<file path="src/rtl/row_fetch_ctrl_if.sv">
`timescale 1ns/1ps
// Burst-read bus between row_fetch_ctrl (master) and the SDRAM read port (slave).
interface row_fetch_ctrl_if #(
    parameter int ADDR_W = 24,
    parameter int DATA_W = 16
);
    logic              rd_req;
    logic [ADDR_W-1:0] rd_addr;
    logic              rd_gnt;
    logic [DATA_W-1:0] rd_data;
    logic              rd_data_valid;

    modport master (
        output rd_req, rd_addr,
        input  rd_gnt, rd_data, rd_data_valid
    );

    modport slave (
        input  rd_req, rd_addr,
        output rd_gnt, rd_data, rd_data_valid
    );
endinterface

</file>
<file path="src/rtl/row_fetch_ctrl.sv">
`timescale 1ns/1ps
// row_fetch_ctrl: accepts row requests, burst-reads the row from SDRAM into a ping-pong line buffer.
// Optional macro BLANK_ON_INVALID_EN blanks the display and drops new requests while valid=0.
module row_fetch_ctrl #(
    parameter int IMG_HEIGHT = 64,
    parameter int ROW_WORDS  = 32,
    parameter int DATA_W     = 16,
    parameter int ADDR_W     = 24,
    localparam int ROW_W     = $clog2(IMG_HEIGHT),
    localparam int WORD_W    = $clog2(ROW_WORDS)
) (
    input  logic                clk,
    input  logic                nReset,
    input  logic [ROW_W-1:0]    row,
    input  logic                valid,
    input  logic                index,
    input  logic                rowChange,
    output logic                rowChangeAck,
    input  logic [ADDR_W-1:0]   frame_base,
    row_fetch_ctrl_if.master    rd,
    input  logic [WORD_W-1:0]   disp_addr,
    output logic [DATA_W-1:0]   disp_data,
    output logic [ROW_W-1:0]    disp_row,
    output logic                row_ready,
    output logic                overrun
);

    typedef enum logic [1:0] {IDLE, REQ, RECV, SWAP} state_t;

    state_t              state, state_nxt;
    logic                held, pend, buf_sel;
    logic [ROW_W-1:0]    pend_row, fetch_row;
    logic [ADDR_W-1:0]   latched_base;
    logic [WORD_W-1:0]   word_cnt;
    logic [DATA_W-1:0]   line_mem [0:2*ROW_WORDS-1];

    logic take, accept, swap_en, load, grant, beat, do_swap;

    // One ack per assertion of rowChange, even if the requester holds it past the ack.
    assign take = rowChange && !rowChangeAck && !held;

`ifdef BLANK_ON_INVALID_EN
    assign accept  = take && valid;
    assign swap_en = valid;
`else
    logic unused_valid;
    assign unused_valid = valid;
    assign accept  = take;
    assign swap_en = 1'b1;
`endif

    always_ff @(posedge clk or negedge nReset) begin
        if (!nReset) state <= IDLE;
        else         state <= state_nxt;
    end

    always_comb begin
        state_nxt = state;
        load      = 1'b0;
        grant     = 1'b0;
        beat      = 1'b0;
        do_swap   = 1'b0;
        case (state)
            IDLE: if (pend) begin
                load      = 1'b1;
                state_nxt = REQ;
            end
            REQ: if (rd.rd_gnt) begin
                grant     = 1'b1;
                state_nxt = RECV;
            end
            RECV: if (rd.rd_data_valid) begin
                beat = 1'b1;
                if (word_cnt == WORD_W'(ROW_WORDS - 1)) state_nxt = SWAP;
            end
            SWAP: begin
                do_swap   = swap_en;
                state_nxt = IDLE;
            end
            default: state_nxt = IDLE;
        endcase
    end

    assign row_ready = do_swap;

    // A request replacing one that is being loaded this same cycle is not an overrun.
    always_ff @(posedge clk or negedge nReset) begin
        if (!nReset) begin
            rowChangeAck <= 1'b0;
            held         <= 1'b0;
            pend         <= 1'b0;
            pend_row     <= '0;
            overrun      <= 1'b0;
        end else begin
            rowChangeAck <= take;
            held         <= rowChange && (held || rowChangeAck);
            if (accept) begin
                pend_row <= row;
                pend     <= 1'b1;
                if (pend && !load) overrun <= 1'b1;
            end else if (load) begin
                pend <= 1'b0;
            end
        end
    end

    always_ff @(posedge clk or negedge nReset) begin
        if (!nReset) begin
            latched_base <= '0;
            rd.rd_req    <= 1'b0;
            rd.rd_addr   <= '0;
            fetch_row    <= '0;
            word_cnt     <= '0;
            buf_sel      <= 1'b0;
            disp_row     <= '0;
        end else begin
            if (index) latched_base <= frame_base;
            if (load) begin
                rd.rd_req  <= 1'b1;
                rd.rd_addr <= latched_base + (ADDR_W'(pend_row) << WORD_W);
                fetch_row  <= pend_row;
            end
            if (grant) begin
                rd.rd_req <= 1'b0;
                word_cnt  <= '0;
            end
            if (beat) word_cnt <= word_cnt + WORD_W'(1);
            if (do_swap) begin
                buf_sel  <= ~buf_sel;
                disp_row <= fetch_row;
            end
        end
    end

    // The back half is the one not selected for display.
    always_ff @(posedge clk) begin
        if (beat) line_mem[{~buf_sel, word_cnt}] <= rd.rd_data;
    end

    always_ff @(posedge clk or negedge nReset) begin
        if (!nReset) begin
            disp_data <= '0;
        end else begin
`ifdef BLANK_ON_INVALID_EN
            disp_data <= valid ? line_mem[{buf_sel, disp_addr}] : '0;
`else
            disp_data <= line_mem[{buf_sel, disp_addr}];
`endif
        end
    end

endmodule

</file>
<file path="src/flat_wrapper.sv">
// flat-port wrapper written by rule: the top's interface ports become plain ports
module row_fetch_ctrl_flat 
#(
    parameter int IMG_HEIGHT = 64,
    parameter int ROW_WORDS  = 32,
    parameter int DATA_W     = 16,
    parameter int ADDR_W     = 24,
    localparam int ROW_W     = $clog2(IMG_HEIGHT),
    localparam int WORD_W    = $clog2(ROW_WORDS)
)
  (clk, nReset, row, valid, index, rowChange, rowChangeAck, frame_base, disp_addr, disp_data, disp_row, row_ready, overrun, rd_rd_req, rd_rd_addr, rd_rd_gnt, rd_rd_data, rd_rd_data_valid);
  row_fetch_ctrl_if #(.ADDR_W(ADDR_W), .DATA_W(DATA_W)) rd_i ();
  input  logic clk;
  input  logic nReset;
  input  logic [ROW_W-1:0] row;
  input  logic valid;
  input  logic index;
  input  logic rowChange;
  output logic rowChangeAck;
  input  logic [ADDR_W-1:0] frame_base;
  input  logic [WORD_W-1:0] disp_addr;
  output logic [DATA_W-1:0] disp_data;
  output logic [ROW_W-1:0] disp_row;
  output logic row_ready;
  output logic overrun;
  output wire logic [$bits(rd_i.rd_req)-1:0] rd_rd_req;
  output wire logic [$bits(rd_i.rd_addr)-1:0] rd_rd_addr;
  input wire logic [$bits(rd_i.rd_gnt)-1:0] rd_rd_gnt;
  input wire logic [$bits(rd_i.rd_data)-1:0] rd_rd_data;
  input wire logic [$bits(rd_i.rd_data_valid)-1:0] rd_rd_data_valid;
  assign rd_rd_req = rd_i.rd_req;
  assign rd_rd_addr = rd_i.rd_addr;
  assign rd_i.rd_gnt = rd_rd_gnt;
  assign rd_i.rd_data = rd_rd_data;
  assign rd_i.rd_data_valid = rd_rd_data_valid;
  row_fetch_ctrl #(.IMG_HEIGHT(IMG_HEIGHT), .ROW_WORDS(ROW_WORDS), .DATA_W(DATA_W), .ADDR_W(ADDR_W)) u_core (.clk(clk), .nReset(nReset), .row(row), .valid(valid), .index(index), .rowChange(rowChange), .rowChangeAck(rowChangeAck), .frame_base(frame_base), .rd(rd_i), .disp_addr(disp_addr), .disp_data(disp_data), .disp_row(disp_row), .row_ready(row_ready), .overrun(overrun));
endmodule
</file>
<file path="config.mk">
export PLATFORM = sky130hd
export DESIGN_NAME = row_fetch_ctrl_flat
export DESIGN_NICKNAME = d
export VERILOG_FILES = /design/src/rtl/row_fetch_ctrl_if.sv /design/src/rtl/row_fetch_ctrl.sv /design/src/flat_wrapper.sv
export SDC_FILE = /design/constraint.sdc
export NUM_CORES = 1
export LEC_CHECK = 0
export ABC_CLOCK_PERIOD_IN_PS = 5460
export CORE_MARGIN = 10
export CORE_UTILIZATION = 40
export DETAILED_ROUTE_END_ITERATION = 16
export PLACE_DENSITY = 0.58
export SETUP_SLACK_MARGIN = 0.3
export SKIP_CTS_REPAIR_TIMING = 1
export SLEW_MARGIN = 15
export SYNTH_ARGS = -nofsm -noshare
export SYNTH_HDL_FRONTEND = slang
export SYNTH_SLANG_ARGS = --single-unit
</file>
<file path="constraint.sdc">
create_clock -name clk -period 5.46 [get_ports clk]
set_input_delay 1.092 -clock clk [delete_from_list [all_inputs] [get_ports clk]]
set_output_delay 1.092 -clock clk [all_outputs]
set_load 0.02 [all_outputs]
</file>
Word level (Yosys, flattened, before mapping)
Memories as Yosys holds them, arrays and structs flattened. A register that Yosys moved wholly into a read port is not among the register bits.
Index checks and enable logic that the tools add are counted.
- output and inout port bits: 50
- input port bits: 58
- word-level logic and storage cells: 60
- flip-flop bits (word level): 79
- memories: 1
- memory bits (writable): 1024
- eq/ne operators: 8
- add/subtract/negate cells: 2
- bitwise operators: 1
- reduce and logical (&&, ||, !) cells: 15
- mux-type cells: 20
- memory list (name ; depth ; width ; read ports ; clocked after memory_dff ; write ports ; RTL line ; text):
    u_core.line_mem ; 64 ; 16 ; 1 ; 1 ; 1 ; row_fetch_ctrl.sv:35 ; logic [DATA_W-1:0] line_mem [0:2*ROW_WORDS-1];
- operators by type and width (kind ; number):
    24-bit by 11-bit adder with 24-bit output ; 1
    1-bit two-way mux ; 13
    5-bit two-way mux ; 2
    2-bit two-way mux ; 4
    2-bit one-hot mux with 4 select lines ; 1
    2-bit nonzero test ; 3
    5-bit by 1-bit adder with 5-bit output, second input constant ; 1
    5-bit == test, second input constant ; 1
    2-bit == test, second input constant ; 2
    1-bit logical AND ; 4
    1-bit zero test ; 4
    2-bit by 1-bit inequality test with 1-bit output, second input constant ; 2
    2-bit inequality test, second input constant ; 2
    4-bit AND reduction ; 1
    2-bit by 1-bit == test with 1-bit output, second input constant ; 1
    2-bit zero test ; 1
    2-bit AND reduction ; 1
    1-bit logical OR ; 1
    1-bit inverter ; 1

Depth between registers and ports, before layout
- word-level depth: 5
- mapped depth: 9
- gate-level depth less buffers: 9

Worst setup path after synthesis
OpenSTA, ideal clock, no wires.
- path kind: input -> register
- start point: input port disp_addr[1]
- end point: register u_core.disp_data[12] (read register of u_core.line_mem)
- arrival time: 2.701 ns
- buffers on the path: 3
- path slack: 2.639 ns
- required time: 5.340 ns
- stages on the path: 7
- setup time: 0.120 ns
- cells stage by stage: buf_2 buf_2 clkbuf_1 mux4_2 a221oi_1 o22ai_1 a31o_1
- RTL lines (item ; RTL line ; text):
    start, declared ; flat_wrapper.sv:21 ; input logic [WORD_W-1:0] disp_addr;
    end, declared ; row_fetch_ctrl.sv:22 ; output logic [DATA_W-1:0] disp_data,

==> flow_metrics.tcl <==
set metrics [dict create \
    cp_max_fo 27 \
    synth.distinct_cells 59 \
    cp_top_family "buffers and inverters" \
    viasPerCell 5.65 \
    drcViolationCount 0 \
    ff_latch_area_um2 33100 \
    p_leak_nw 15.9 \
    timing.fmax_ghz 0.279 \
    arrival_ns 4.03 \
    synth_mux_area_share_pct 14.9 \
    slew_viol_final 0 \
    clock_skew_ns 0.0406 \
    cp_cell_sequence "clkdlybuf4s50_1 -> nor2b_2 -> buf_4 -> nand2_1 -> o22ai_1 -> nor2_1 -> o2111ai_1 -> o221ai_1" \
    synthArstFlopShare_pct 8.49 \
    final_hold_viol_count 0 \
    whs_ns 0.476 \
    post-synth-top-area-fraction_pct 71.5 \
    yosysMostFrequentCell "edfxtp_1" \
    ys_seq_area_share_pct 77.0 \
    peakVddDrop_uv 295 \
    core-area_um2 107000 \
    setup_tns_ns 0 \
    syn_nets 2104 \
    crit_required_ns 5.90 \
    initial_core_util_pct 40.2 \
    clk_latency_ns 0.69 \
    cts_sinks 1119 \
    cts-buffers-inserted 110 \
    ys_seq_elements 1119 \
    avgRoutedWirePerCell_um 27.9 \
    yosysTopAreaCell "edfxtp_1" \
    rows 120 \
    power_w 0.0194 \
    pin_count 108 \
    first_pass_iters 5 \
    syn_to_final_growth_pct 15.4 \
    synth-simple-area-share_pct 2.83 \
    fillers 8907 \
    cp-end-kind "register" \
    yosys-top-cells-count "edfxtp_1, mux4_2, dfrtp_1, nor2_1, a22oi_1" \
    postSynthAreaPerCell_um2 21.2 \
    vias 21200 \
    yosys.area_share.xor_xnor_pct 0.285 \
    run_status "completed" \
    antenna_found_initial 5 \
    maxSlewHeadroom_pct 36.7 \
    grt_max_degree 65 \
    track_usage_pct 17.2 \
    place_inst 3547 \
    die_w_um 348 \
    nets 2327 \
    period_minus_slack_ns 3.59 \
    gr-total-overflow 0 \
    hp-class "register to register" \
    critPathKind "input port to register" \
    drt_wl_total_um 105000 \
    synthFlopType "edfxtp_1" \
    gp_congestion 0.816 \
    die_h_um 348 \
    drtAntennaViolNets 0 \
    rsz0062_at_grt "no" \
    grt_pass1_vias 21700 \
    cts_max_level 3 \
    slowest_stage "clkdlybuf4s50_1" \
    drtIter0Drc 2244 \
    post-route-period-util_pct 65.7 \
    synth-warning-count 0 \
    multi_input_area_um2 9320 \
    p_per_area_nw_per_um2 390 \
    max_stage_delay_ns 1.08 \
    cts_tree "built" \
    setup_viol 0 \
    synth_top_cells_by_area "edfxtp_1, mux4_2, dfrtp_1, a22oi_1, mux2_2" \
    tightest_slew_ns 0.946 \
    synth_edf_count 1024 \
    grt_pass1_wl_um 153000 \
    cts_buffer_depth 3 \
    synth_compound_area_share_pct 3.22 \
    cap_violations 0 \
    port_buffers 106 \
    synth_fa_ha_area_share_pct 0.395 \
    dp_hpwl_um 62300 \
    fin_cells 3755 \
    drive_gt1_share_pct 25.2 \
    cts_root_buf "clkbuf_16" \
    path_clk_slew_ns 0.06 \
    netlist_area_um2 43000 \
    synthCells 2033 \
    cp-start-kind "input port" \
    critical_path_buf_inv_count 2 \
    dieArea_um2 121000 \
    synth_top_family_by_area "multiplexers" \
]
-- layout by cell type (no fill, tap or decap), types with 19 or more instances in the layout --
cell,instances
a22oi_1,68
buf_4,115
clkbuf_1,33
clkbuf_16,112
clkdlybuf4s50_1,84
clkinv_1,23
clkinv_2,20
dfrtp_1,95
edfxtp_1,1024
mux2_2,45
mux2i_1,23
mux4_2,252
nand2_1,50
nand3_1,39
nor2_1,87
o21ai_0,25
o22ai_1,19
-- area by class of cell --
type	count	area share, %
Inverter	12	0.0907
Tap cell	1403	3.54
Sequential cell	1119	66.7
Clock inverter	57	1.01
Multi-Input combinational cell	793	18.8
Antenna cell	2	0.0101
Timing Repair Buffer	220	3.84
Clock buffer	149	6.01
-- metrics by stage --
stage          utilization (%)  cell area (um^2)  setup slack [ns]
2_1_floorplan                -             43000              2.64
3_3_place_gp              43.2             46100              1.26
3_5_place_dp              43.2             46100              1.25
4_1_cts                   46.4             49600              1.83
5_1_grt                   46.4             49600              1.81
6_report                  46.4             49600              1.87
-- per-layer routing --
metal | vias up | global-route usage [%] | part of all wire [%]
li1 | 8913 | - | -
met1 | 11300 | 24.3 | 43
met2 | 832 | 26.8 | 47
met3 | 161 | 3.83 | 8.1
met4 | 4 | 4.41 | 2.5
met5 | - | 0 | 0.023
-- sequential cells by signal, summed over array words and instances, names as in the netlist --
signal	cells
u_core.held	1
u_core.state	2
u_core.rd.rd_addr	24
u_core.line_mem	1024
u_core.fetch_row	6
u_core.overrun	1
u_core.rd.rd_req	1
u_core.buf_sel	1
u_core.latched_base	24
u_core.disp_row	6
u_core.rowChangeAck	1
u_core.disp_data	16
u_core.word_cnt	5
u_core.pend_row	6
u_core.pend	1
-- power breakdown --
part / leakage [nW] / total, W / switching, W / internal (W)
registers: 10.3 / 0.00986 / 0.000202 / 0.00966
clock network: 1.70 / 0.00731 / 0.00315 / 0.00416
logic: 3.86 / 0.00221 / 0.00132 / 0.000891
-- path summary, 6_finish.rpt --
path	endpoint	cells after the start	slack, ns	startpoint
hold / removal	u_core.rd.rd_addr[20]	2	0.48	u_core.rd.rd_addr[20]
max in group asynchronous	u_core.disp_row[1]	2	3.93	nReset
hold reg to reg	u_core.rd.rd_addr[20]	2	0.48	u_core.rd.rd_addr[20]
setup / recovery	u_core.disp_data[8]	8	1.87	disp_addr[3]
min in group asynchronous	u_core.rd.rd_addr[3]	1	0.51	nReset
setup reg to reg	u_core.line_mem[36][2]	7	2.23	u_core.state[0]
-- cells by family after synthesis --
logic type / Yosys count
XOR/XNOR: 14
flip-flops: 1119
multiplexers: 320
AO/OA/AOI/OAI: 191
adder cells (fa/ha/maj): 13
buffers and inverters: 121
AND/OR/NAND/NOR: 255
-- worst register-to-register path, stage by stage (launching register included) --
cell and delay (ns):
dfrtp_1 0.42, inv_1 0.09, ha_1 0.40, nand2_1 0.14, nor2_1 0.29, nand2_1 0.40
nor2_1 0.85, buf_4 0.34
(Power assumes the default switching activity.)
